<file path="src/rtl/wb_bus_arb_pkg.sv">
// Shared types and defaults for the KSM terminal Wishbone bus arbiter.
// Defines the handover state encoding and the bus owner codes.
package ksm_arb_pkg;

  typedef enum logic [1:0] {
    CPU_OWN = 2'd0,
    HAND_D  = 2'd1,
    DMA_OWN = 2'd2,
    HAND_C  = 2'd3
  } arb_state_e;

  typedef enum logic {
    OWNER_CPU = 1'b0,
    OWNER_DMA = 1'b1
  } owner_e;

  localparam int TMO_CYCLES_DEF = 64;
  localparam int DMA_SLICE_DEF  = 16;

endpackage

</file>
<file path="src/rtl/wb_bus_arb_if.sv">
// Bundle of the CPU, DMA and shared-bus Wishbone signals around the arbiter.
// The slave modport is the arbiter's view; master is the surrounding system's view.
interface wb_bus_arb_if;

  logic [15:0] cpu_adr_i;
  logic [15:0] cpu_dat_i;
  logic [15:0] cpu_dat_o;
  logic        cpu_cyc_i;
  logic        cpu_stb_i;
  logic        cpu_we_i;
  logic [1:0]  cpu_sel_i;
  logic        cpu_ack_o;
  logic        cpu_gnt_o;

  logic        dma_req_i;
  logic        dma_gnt_o;
  logic [15:0] dma_adr_i;
  logic [15:0] dma_dat_i;
  logic [15:0] dma_dat_o;
  logic        dma_cyc_i;
  logic        dma_stb_i;
  logic        dma_we_i;
  logic [1:0]  dma_sel_i;
  logic        dma_ack_o;

  logic [15:0] wbs_adr_o;
  logic [15:0] wbs_dat_o;
  logic [15:0] wbs_dat_i;
  logic        wbs_cyc_o;
  logic        wbs_stb_o;
  logic        wbs_we_o;
  logic [1:0]  wbs_sel_o;
  logic        wbs_ack_i;

  logic        owner_o;
  logic        tmo_o;
  logic [15:0] tmo_adr_o;

  modport slave (
    input  cpu_adr_i, cpu_dat_i, cpu_cyc_i, cpu_stb_i, cpu_we_i, cpu_sel_i,
    output cpu_dat_o, cpu_ack_o, cpu_gnt_o,
    input  dma_req_i, dma_adr_i, dma_dat_i, dma_cyc_i, dma_stb_i, dma_we_i, dma_sel_i,
    output dma_gnt_o, dma_dat_o, dma_ack_o,
    output wbs_adr_o, wbs_dat_o, wbs_cyc_o, wbs_stb_o, wbs_we_o, wbs_sel_o,
    input  wbs_dat_i, wbs_ack_i,
    output owner_o, tmo_o, tmo_adr_o
  );

  modport master (
    output cpu_adr_i, cpu_dat_i, cpu_cyc_i, cpu_stb_i, cpu_we_i, cpu_sel_i,
    input  cpu_dat_o, cpu_ack_o, cpu_gnt_o,
    output dma_req_i, dma_adr_i, dma_dat_i, dma_cyc_i, dma_stb_i, dma_we_i, dma_sel_i,
    input  dma_gnt_o, dma_dat_o, dma_ack_o,
    input  wbs_adr_o, wbs_dat_o, wbs_cyc_o, wbs_stb_o, wbs_we_o, wbs_sel_o,
    output wbs_dat_i, wbs_ack_i,
    input  owner_o, tmo_o, tmo_adr_o
  );

endinterface

</file>
<file path="src/rtl/wb_bus_arb_tmo.sv">
// Bus-timeout watchdog: synthesizes an ack after TMO_CYCLES unanswered strobe
// cycles so an access to an unmapped address cannot hang the bus owner.
module wb_tmo_watchdog #(
  parameter int TMO_CYCLES = 64
) (
  input  logic        clk,
  input  logic        rst_n,
  input  logic        clr,
  input  logic        cyc,
  input  logic        stb,
  input  logic        ack,
  input  logic [15:0] adr,
  output logic        tmo_ack,
  output logic [15:0] tmo_adr
);

  localparam int CW = $clog2(TMO_CYCLES + 1);
  localparam logic [CW-1:0] CNT_TMO = CW'(TMO_CYCLES);

  logic [CW-1:0] cnt_r;
  logic [15:0]   tmo_adr_r;

  // A real ack in the expiry cycle suppresses the synthesized one.
  always_comb begin
    tmo_ack = cyc && stb && !ack && (cnt_r == CNT_TMO);
  end

  // Wait counter and capture of the timed-out address.
  always_ff @(posedge clk) begin
    if (!rst_n) begin
      cnt_r     <= {CW{1'b0}};
      tmo_adr_r <= 16'h0000;
    end else begin
      if (clr || !stb || ack || tmo_ack) begin
        cnt_r <= {CW{1'b0}};
      end else if (cyc) begin
        cnt_r <= cnt_r + CW'(1);
      end else begin
        cnt_r <= cnt_r;
      end
      if (tmo_ack) begin
        tmo_adr_r <= adr;
      end else begin
        tmo_adr_r <= tmo_adr_r;
      end
    end
  end

  assign tmo_adr = tmo_adr_r;

endmodule

</file>
<file path="src/rtl/wb_bus_arb.sv">
// Wishbone arbiter sharing the KSM system bus between the K1801VM2 CPU and a
// DMA master, with bounded DMA bursts, a CPU anti-starvation yield and a timeout.
module wb_bus_arb
  import ksm_arb_pkg::*;
#(
  parameter int TMO_CYCLES = TMO_CYCLES_DEF,
  parameter int DMA_SLICE  = DMA_SLICE_DEF
) (
  input  logic        wb_clk_i,
  input  logic        wb_rst_i,
  wb_bus_arb_if.slave bus
);

  localparam int SW = $clog2(DMA_SLICE + 1);
  localparam logic [SW-1:0] SLICE_MAX  = SW'(DMA_SLICE);
  localparam logic [SW-1:0] SLICE_LAST = SW'(DMA_SLICE - 1);

  arb_state_e    state_r;
  owner_e        owner_r;
  logic          cpu_gnt_r;
  logic          dma_gnt_r;
  logic          yield_r;
  logic          idle_r;
  logic [SW-1:0] slice_cnt_r;

  logic          cpu_ack_s;
  logic          dma_ack_s;
  logic          tmo_ack_s;
  logic [15:0]   tmo_adr_s;
  logic          slice_done_s;
  logic          owner_chg_s;
  logic          yield_clr_s;

  // Shared-bus request mux: the owner's signals pass straight through.
  always_comb begin
    if (owner_r == OWNER_DMA) begin
      bus.wbs_adr_o = bus.dma_adr_i;
      bus.wbs_dat_o = bus.dma_dat_i;
      bus.wbs_cyc_o = bus.dma_cyc_i;
      bus.wbs_stb_o = bus.dma_stb_i;
      bus.wbs_we_o  = bus.dma_we_i;
      bus.wbs_sel_o = bus.dma_sel_i;
    end else begin
      bus.wbs_adr_o = bus.cpu_adr_i;
      bus.wbs_dat_o = bus.cpu_dat_i;
      bus.wbs_cyc_o = bus.cpu_cyc_i;
      bus.wbs_stb_o = bus.cpu_stb_i;
      bus.wbs_we_o  = bus.cpu_we_i;
      bus.wbs_sel_o = bus.cpu_sel_i;
    end
  end

  // Response steering; a synthesized ack returns zero data.
  always_comb begin
    cpu_ack_s     = 1'b0;
    dma_ack_s     = 1'b0;
    bus.cpu_dat_o = 16'h0000;
    bus.dma_dat_o = 16'h0000;
    if (owner_r == OWNER_DMA) begin
      dma_ack_s     = bus.wbs_ack_i | tmo_ack_s;
      bus.dma_dat_o = tmo_ack_s ? 16'h0000 : bus.wbs_dat_i;
    end else begin
      cpu_ack_s     = bus.wbs_ack_i | tmo_ack_s;
      bus.cpu_dat_o = tmo_ack_s ? 16'h0000 : bus.wbs_dat_i;
    end
  end

  // Handover conditions derived from the current state.
  always_comb begin
    slice_done_s = (slice_cnt_r >= SLICE_MAX) ||
                   (dma_ack_s && (slice_cnt_r == SLICE_LAST));
    owner_chg_s  = ((state_r == HAND_D) && !bus.cpu_cyc_i) ||
                   ((state_r == HAND_C) && !bus.dma_cyc_i);
    yield_clr_s  = cpu_ack_s ||
                   ((state_r == CPU_OWN) && !bus.cpu_cyc_i && idle_r);
  end

  // Ownership FSM with registered grants, slice counter and yield flag.
  always_ff @(posedge wb_clk_i) begin
    if (!wb_rst_i) begin
      state_r     <= CPU_OWN;
      owner_r     <= OWNER_CPU;
      cpu_gnt_r   <= 1'b1;
      dma_gnt_r   <= 1'b0;
      yield_r     <= 1'b0;
      idle_r      <= 1'b0;
      slice_cnt_r <= {SW{1'b0}};
    end else begin
      idle_r <= (state_r == CPU_OWN) && !bus.cpu_cyc_i;

      if ((state_r == HAND_C) && !bus.dma_cyc_i) begin
        slice_cnt_r <= {SW{1'b0}};
      end else if (dma_ack_s && (slice_cnt_r != SLICE_MAX)) begin
        slice_cnt_r <= slice_cnt_r + SW'(1);
      end else begin
        slice_cnt_r <= slice_cnt_r;
      end

      // Only a forced yield with DMA still requesting blocks the next grant.
      if ((state_r == DMA_OWN) && slice_done_s && bus.dma_req_i) begin
        yield_r <= 1'b1;
      end else if (yield_clr_s) begin
        yield_r <= 1'b0;
      end else begin
        yield_r <= yield_r;
      end

      case (state_r)
        CPU_OWN: begin
          if (bus.dma_req_i && !yield_r) begin
            state_r   <= HAND_D;
            cpu_gnt_r <= 1'b0;
          end
        end
        HAND_D: begin
          if (!bus.cpu_cyc_i) begin
            state_r   <= DMA_OWN;
            owner_r   <= OWNER_DMA;
            dma_gnt_r <= 1'b1;
          end
        end
        DMA_OWN: begin
          if (!bus.dma_req_i || slice_done_s) begin
            state_r   <= HAND_C;
            dma_gnt_r <= 1'b0;
          end
        end
        HAND_C: begin
          if (!bus.dma_cyc_i) begin
            state_r   <= CPU_OWN;
            owner_r   <= OWNER_CPU;
            cpu_gnt_r <= 1'b1;
          end
        end
        default: begin
          state_r   <= CPU_OWN;
          owner_r   <= OWNER_CPU;
          cpu_gnt_r <= 1'b1;
          dma_gnt_r <= 1'b0;
        end
      endcase
    end
  end

  wb_tmo_watchdog #(
    .TMO_CYCLES (TMO_CYCLES)
  ) u_tmo (
    .clk     (wb_clk_i),
    .rst_n   (wb_rst_i),
    .clr     (owner_chg_s),
    .cyc     (bus.wbs_cyc_o),
    .stb     (bus.wbs_stb_o),
    .ack     (bus.wbs_ack_i),
    .adr     (bus.wbs_adr_o),
    .tmo_ack (tmo_ack_s),
    .tmo_adr (tmo_adr_s)
  );

  assign bus.cpu_ack_o = cpu_ack_s;
  assign bus.dma_ack_o = dma_ack_s;
  assign bus.cpu_gnt_o = cpu_gnt_r;
  assign bus.dma_gnt_o = dma_gnt_r;
  assign bus.owner_o   = owner_r;
  assign bus.tmo_o     = tmo_ack_s;
  assign bus.tmo_adr_o = tmo_adr_s;

endmodule

</file>
<file path="src/flat_wrapper.sv">
// flat-port wrapper written by rule: the top's interface ports become plain ports
module wb_bus_arb_flat import ksm_arb_pkg::*;
#(
  parameter int TMO_CYCLES = TMO_CYCLES_DEF,
  parameter int DMA_SLICE  = DMA_SLICE_DEF
)
  (wb_clk_i, wb_rst_i, bus_cpu_adr_i, bus_cpu_dat_i, bus_cpu_cyc_i, bus_cpu_stb_i, bus_cpu_we_i, bus_cpu_sel_i, bus_cpu_dat_o, bus_cpu_ack_o, bus_cpu_gnt_o, bus_dma_req_i, bus_dma_adr_i, bus_dma_dat_i, bus_dma_cyc_i, bus_dma_stb_i, bus_dma_we_i, bus_dma_sel_i, bus_dma_gnt_o, bus_dma_dat_o, bus_dma_ack_o, bus_wbs_adr_o, bus_wbs_dat_o, bus_wbs_cyc_o, bus_wbs_stb_o, bus_wbs_we_o, bus_wbs_sel_o, bus_wbs_dat_i, bus_wbs_ack_i, bus_owner_o, bus_tmo_o, bus_tmo_adr_o);
  wb_bus_arb_if bus_i ();
  input  logic wb_clk_i;
  input  logic wb_rst_i;
  input wire logic [$bits(bus_i.cpu_adr_i)-1:0] bus_cpu_adr_i;
  input wire logic [$bits(bus_i.cpu_dat_i)-1:0] bus_cpu_dat_i;
  input wire logic [$bits(bus_i.cpu_cyc_i)-1:0] bus_cpu_cyc_i;
  input wire logic [$bits(bus_i.cpu_stb_i)-1:0] bus_cpu_stb_i;
  input wire logic [$bits(bus_i.cpu_we_i)-1:0] bus_cpu_we_i;
  input wire logic [$bits(bus_i.cpu_sel_i)-1:0] bus_cpu_sel_i;
  output wire logic [$bits(bus_i.cpu_dat_o)-1:0] bus_cpu_dat_o;
  output wire logic [$bits(bus_i.cpu_ack_o)-1:0] bus_cpu_ack_o;
  output wire logic [$bits(bus_i.cpu_gnt_o)-1:0] bus_cpu_gnt_o;
  input wire logic [$bits(bus_i.dma_req_i)-1:0] bus_dma_req_i;
  input wire logic [$bits(bus_i.dma_adr_i)-1:0] bus_dma_adr_i;
  input wire logic [$bits(bus_i.dma_dat_i)-1:0] bus_dma_dat_i;
  input wire logic [$bits(bus_i.dma_cyc_i)-1:0] bus_dma_cyc_i;
  input wire logic [$bits(bus_i.dma_stb_i)-1:0] bus_dma_stb_i;
  input wire logic [$bits(bus_i.dma_we_i)-1:0] bus_dma_we_i;
  input wire logic [$bits(bus_i.dma_sel_i)-1:0] bus_dma_sel_i;
  output wire logic [$bits(bus_i.dma_gnt_o)-1:0] bus_dma_gnt_o;
  output wire logic [$bits(bus_i.dma_dat_o)-1:0] bus_dma_dat_o;
  output wire logic [$bits(bus_i.dma_ack_o)-1:0] bus_dma_ack_o;
  output wire logic [$bits(bus_i.wbs_adr_o)-1:0] bus_wbs_adr_o;
  output wire logic [$bits(bus_i.wbs_dat_o)-1:0] bus_wbs_dat_o;
  output wire logic [$bits(bus_i.wbs_cyc_o)-1:0] bus_wbs_cyc_o;
  output wire logic [$bits(bus_i.wbs_stb_o)-1:0] bus_wbs_stb_o;
  output wire logic [$bits(bus_i.wbs_we_o)-1:0] bus_wbs_we_o;
  output wire logic [$bits(bus_i.wbs_sel_o)-1:0] bus_wbs_sel_o;
  input wire logic [$bits(bus_i.wbs_dat_i)-1:0] bus_wbs_dat_i;
  input wire logic [$bits(bus_i.wbs_ack_i)-1:0] bus_wbs_ack_i;
  output wire logic [$bits(bus_i.owner_o)-1:0] bus_owner_o;
  output wire logic [$bits(bus_i.tmo_o)-1:0] bus_tmo_o;
  output wire logic [$bits(bus_i.tmo_adr_o)-1:0] bus_tmo_adr_o;
  assign bus_i.cpu_adr_i = bus_cpu_adr_i;
  assign bus_i.cpu_dat_i = bus_cpu_dat_i;
  assign bus_i.cpu_cyc_i = bus_cpu_cyc_i;
  assign bus_i.cpu_stb_i = bus_cpu_stb_i;
  assign bus_i.cpu_we_i = bus_cpu_we_i;
  assign bus_i.cpu_sel_i = bus_cpu_sel_i;
  assign bus_cpu_dat_o = bus_i.cpu_dat_o;
  assign bus_cpu_ack_o = bus_i.cpu_ack_o;
  assign bus_cpu_gnt_o = bus_i.cpu_gnt_o;
  assign bus_i.dma_req_i = bus_dma_req_i;
  assign bus_i.dma_adr_i = bus_dma_adr_i;
  assign bus_i.dma_dat_i = bus_dma_dat_i;
  assign bus_i.dma_cyc_i = bus_dma_cyc_i;
  assign bus_i.dma_stb_i = bus_dma_stb_i;
  assign bus_i.dma_we_i = bus_dma_we_i;
  assign bus_i.dma_sel_i = bus_dma_sel_i;
  assign bus_dma_gnt_o = bus_i.dma_gnt_o;
  assign bus_dma_dat_o = bus_i.dma_dat_o;
  assign bus_dma_ack_o = bus_i.dma_ack_o;
  assign bus_wbs_adr_o = bus_i.wbs_adr_o;
  assign bus_wbs_dat_o = bus_i.wbs_dat_o;
  assign bus_wbs_cyc_o = bus_i.wbs_cyc_o;
  assign bus_wbs_stb_o = bus_i.wbs_stb_o;
  assign bus_wbs_we_o = bus_i.wbs_we_o;
  assign bus_wbs_sel_o = bus_i.wbs_sel_o;
  assign bus_i.wbs_dat_i = bus_wbs_dat_i;
  assign bus_i.wbs_ack_i = bus_wbs_ack_i;
  assign bus_owner_o = bus_i.owner_o;
  assign bus_tmo_o = bus_i.tmo_o;
  assign bus_tmo_adr_o = bus_i.tmo_adr_o;
  wb_bus_arb #(.TMO_CYCLES(TMO_CYCLES), .DMA_SLICE(DMA_SLICE)) u_core (.wb_clk_i(wb_clk_i), .wb_rst_i(wb_rst_i), .bus(bus_i));
endmodule
</file>
<file path="config.mk">
export PLATFORM = sky130hd
export DESIGN_NAME = wb_bus_arb_flat
export DESIGN_NICKNAME = d
export VERILOG_FILES = /design/src/rtl/wb_bus_arb_pkg.sv /design/src/rtl/wb_bus_arb_if.sv /design/src/rtl/wb_bus_arb_tmo.sv /design/src/rtl/wb_bus_arb.sv /design/src/flat_wrapper.sv
export SDC_FILE = /design/constraint.sdc
export NUM_CORES = 1
export LEC_CHECK = 0
export CAP_MARGIN = 25
export CORE_ASPECT_RATIO = 0.75
export CORE_MARGIN = 4
export CORE_UTILIZATION = 37
export CTS_CLUSTER_SIZE = 10
export DETAILED_ROUTE_END_ITERATION = 10
export PLACE_DENSITY_LB_ADDON = 0.1
export SYNTH_ARGS = -nofsm -noshare
export SYNTH_HDL_FRONTEND = slang
export SYNTH_SLANG_ARGS = --single-unit
</file>
<file path="constraint.sdc">
create_clock -name wb_clk_i -period 4 [get_ports wb_clk_i]
set_clock_uncertainty 0.05 [all_clocks]
set_input_delay 1 -clock wb_clk_i [delete_from_list [all_inputs] [get_ports wb_clk_i]]
set_output_delay 1 -clock wb_clk_i [all_outputs]
set_load 0.02 [all_outputs]
</file>
==> results of run 1 <==
## through the flow
| stage | cells | worst slack (ps) |
|---|---|---|
| after floorplan | 270 | 618 |
| after global placement | 529 | 91.9 |
| after detailed placement | 529 | 83.1 |
| after CTS | 537 | 56.4 |
| after global routing | 537 | -0.431 |
| final | 537 | 83.2 |
## critical path, stage by stage
cell and delay (ps):
clkdlybuf4s50_1 430, and3_1 210, o211ai_4 260, buf_4 200, and3_1 170, clkdlybuf4s50_1 600
## synthesized netlist by cell type, types with 2 or more instances
cell type   n  area [um2]
a21oi_1     4        20.0
and2_1      5        31.3
and3_1     38         238
buf_1       2        7.51
buf_2       4        20.0
clkbuf_1   11        41.3
dfxtp_1    35         701
ha_1       10         125
inv_1      13        48.8
mux2_2     37         417
mux2i_1    21         210
nand2_1    15        56.3
nand3_1     5        25.0
nand3b_1    2        15.0
nand4_1     2        12.5
nor2_1     12        45.0
nor2b_1    18         113
o211a_1     2        20.0
o211ai_1    2        15.0
o21ai_0     6        30.0
o221ai_1    2        17.5
xor2_1      5        43.8
## how the worst max path moves through the flow
stage	endpoint	cells after the start
floorplan	bus_cpu_ack_o	7
global placement	bus_cpu_dat_o[9]	6
detailed placement	bus_cpu_dat_o[6]	6
CTS	bus_cpu_dat_o[6]	6
global route	bus_dma_dat_o[2]	6
finish	bus_dma_dat_o[12]	6
## placed cells by master, fill, tap and decap left out, drive strengths merged, types with 2 or more instances in the layout
master         Yosys  final
buf                7     12
nand2             15     15
o21ai              6      6
a21oi              4      4
o211ai             3      3
nand3              5      5
clkbuf            11      7
and2               5      5
dlymetal6s2s       0      6
inv               14     14
nor2              12     12
and3              38     38
mux2i             21     21
nand4              2      2
mux2              37     37
ha                10     10
o211a              2      2
dfxtp             35     35
o221ai             2      2
xor2               5      5
nand3b             2      2
clkdlybuf4s50      0    178
nor2b             18     18
## report_power, final
part           total [mW]  leakage (nW)  switching (mW)  internal (mW)
Clock               0.283        0.0505           0.126          0.157
Sequential          0.406         0.284          0.0309          0.375
Combinational        1.09          1.53           0.520          0.572
## timing repair
| item | CTS | global route |
|---|---|---|
| setup endpoints to repair | 0 | 7 |
| endpoints found under the hold margin | 0 | 0 |
| gates resized for setup | 0 | 7 |
## routing by layer
| layer | track usage (%) | share of wire, % |
|---|---|---|
| met4 | 3.98 | 1.1 |
| met1 | 23.7 | 41 |
| met2 | 32.2 | 49 |
| met3 | 6.39 | 8.4 |
| met5 | 0 | 0 |
## flip-flops by register name, summed over array words and instances, names as in the netlist
register              flops
u_core.u_tmo.cnt_r        7
u_core.bus.owner_o        1
u_core.slice_cnt_r        5
u_core.idle_r             1
u_core.u_tmo.tmo_adr     16
u_core.bus.cpu_gnt_o      1
u_core.bus.dma_gnt_o      1
u_core.yield_r            1
u_core.state_r            2
## logic make-up (layout without fill, tap and decap cells)
group           after synthesis  in the layout  synth area share, %
simple gates                105            105                 25.0
xor+xnor                      6              6                 2.17
mux                          58             58                 25.9
compound gates               24             24                 7.45
flops                        35             35                 29.0
fa+ha+maj                    10             10                 5.17
buf+inv                      32            218                 5.33
## final cells by class
cell class              count  area [um2]  share of cell area, %
inverters                  14        52.6                   1.17
repair buffers            196        1960                   43.5
flip-flops and latches     35         702                   15.6
clock inverters             1        7.51                  0.166
multi-input cells         203        1590                   35.3
clock buffers               7        96.3                   2.14
well taps                  81         101                   2.25
==> results by group, run 1 <==
Timing
  – Finish-stage setup viols: 0
  – F_max: 255 MHz
  – Final Hold Fails: 0
  – Final hold slack: 417 ps
  – Worst-Margin Slew: 419 ps
  – Crit path time final: 3920 ps
  – Max-slew headroom: 72.1%
  – Final Cycle Share: 97.9%
  – Setup TNS: 0 ps
  – Final Slew Violations: 0

Synthesis
  – Async S/R FF share, synth: 0%
  – Syn avg cell area: 8.96 um2
  – Prevailing post-synth register cell: dfxtp_1
  – Post-synth EDFFs: 0
  – Syn Nets: 374
  – Syn Std Cell Area: 2420 um2
  – Post-synthesis cell count: 270
  – Register bit total from synthesis: 35
  – YS warnings: 0
  – Sequential fraction of the synthesis area: 29.0%
  – Unique cell type count in the Yosys netlist: 41

Critical path
  – Worst R2R Setup Slack: 1780 ps
  – CP Data Arrival Time: 2870 ps
  – Worst setup path start: bus_dma_cyc_i
  – FF-to-FF path depth: 8
  – Worst setup SP type: primary input
  – Launch point of the worst reg-to-reg path: u_core.u_tmo.cnt_r[0]$_SDFFE_PP0P_
  – RR Endpoint: u_core.u_tmo.cnt_r[2]$_SDFFE_PP0P_
  – Critical path data required time: 2950 ps
  – Setup CP Type: in -> out
  – Crit-path max FO: 12
  – CP Capture Type: output port

Cells and area
  – Layout cells sized above 1: 13.6%
  – Final core occ: 71.4%
  – Fillers: 498
  – Layout area overhead: 86.3%
  – Nets: 559
  – Diode count: 0
  – Final instance area: 4510 um2

Placement
  – DP HPWL: 6.36 mm
  – Cell Area, Placed: 4390 um2
  – Final RePlAce weighted congestion: 0.857
  – Port buffer count: 184

Global route
  – Initial antenna violation count: 0
  – Vias in the first global route: 2568
  – Pin count of the biggest net entering global routing: 39
  – First-pass GRT wire length: 12.5 mm
  – Tot GR Track Use: 19.1%
  – GR Overflow Total: 0

Hold path
  – Hold crit path type: reg -> reg
  – Hold EP: u_core.bus.dma_gnt_o$_SDFFE_PN0P_
  – Hold Path Depth: 2
  – Worst hold start: u_core.bus.dma_gnt_o$_SDFFE_PN0P_

Clock tree
  – CTS tree: done
  – CTS H-tree depth: 2
  – Clk buf depth: 2
  – CTS Hold Buffers Added: 0
  – Setup Fix Bufs, Post-CTS: 0
  – CTS sink cnt: 35
  – Register clock-pin slew on the reported worst setup and hold paths: 70 ps
  – Clock latency on the worst-skew pair: 290 ps
  – CTS Buf Count: 5
  – Clk root buf: clkbuf_8

Power
  – Worst vdd ir: 0.203 mV
  – Tot Pwr: 1.78 mW
  – Power Density: 395 nW/um2
  – Leakage: 1.87 nW

Flow run
  – Max-cap viol count: 0

Floorplan
  – Die area: 7910 um2
  – I/O pins: 185
  – Initial Utilization: 38.3%
  – Chip width: 101 um
  – Die Height: 78.0 um
  – Row count: 25
  – Core ar.: 6320 um2

Detailed routing
  – Via count: 2614
  – Vias/cell: 4.87
  – Average routed wire per standard cell: 14.8 um
  – Antenna-violating nets left: 0
  – DRC errors left: 0
  – Final wirelength: 7.93 mm
  – DRT iter0 DRCs: 130
  – TritonRoute pass-1 iters: 4

Run status
  – Status: completed
Power figures use the tool's default switching activity.
==> run 2: changes to the inputs <==
--- a/config.mk
+++ b/config.mk
@@ -11,7 +11,9 @@
 export CORE_UTILIZATION = 37
 export CTS_CLUSTER_SIZE = 10
 export DETAILED_ROUTE_END_ITERATION = 10
+export HOLD_SLACK_MARGIN = 0.05
 export PLACE_DENSITY_LB_ADDON = 0.1
 export SYNTH_ARGS = -nofsm -noshare
 export SYNTH_HDL_FRONTEND = slang
 export SYNTH_SLANG_ARGS = --single-unit
+export TNS_END_PERCENT = 5
==> results of run 2 <==
Same layout as run 1: the final DEF is identical, and so are final timing and power.
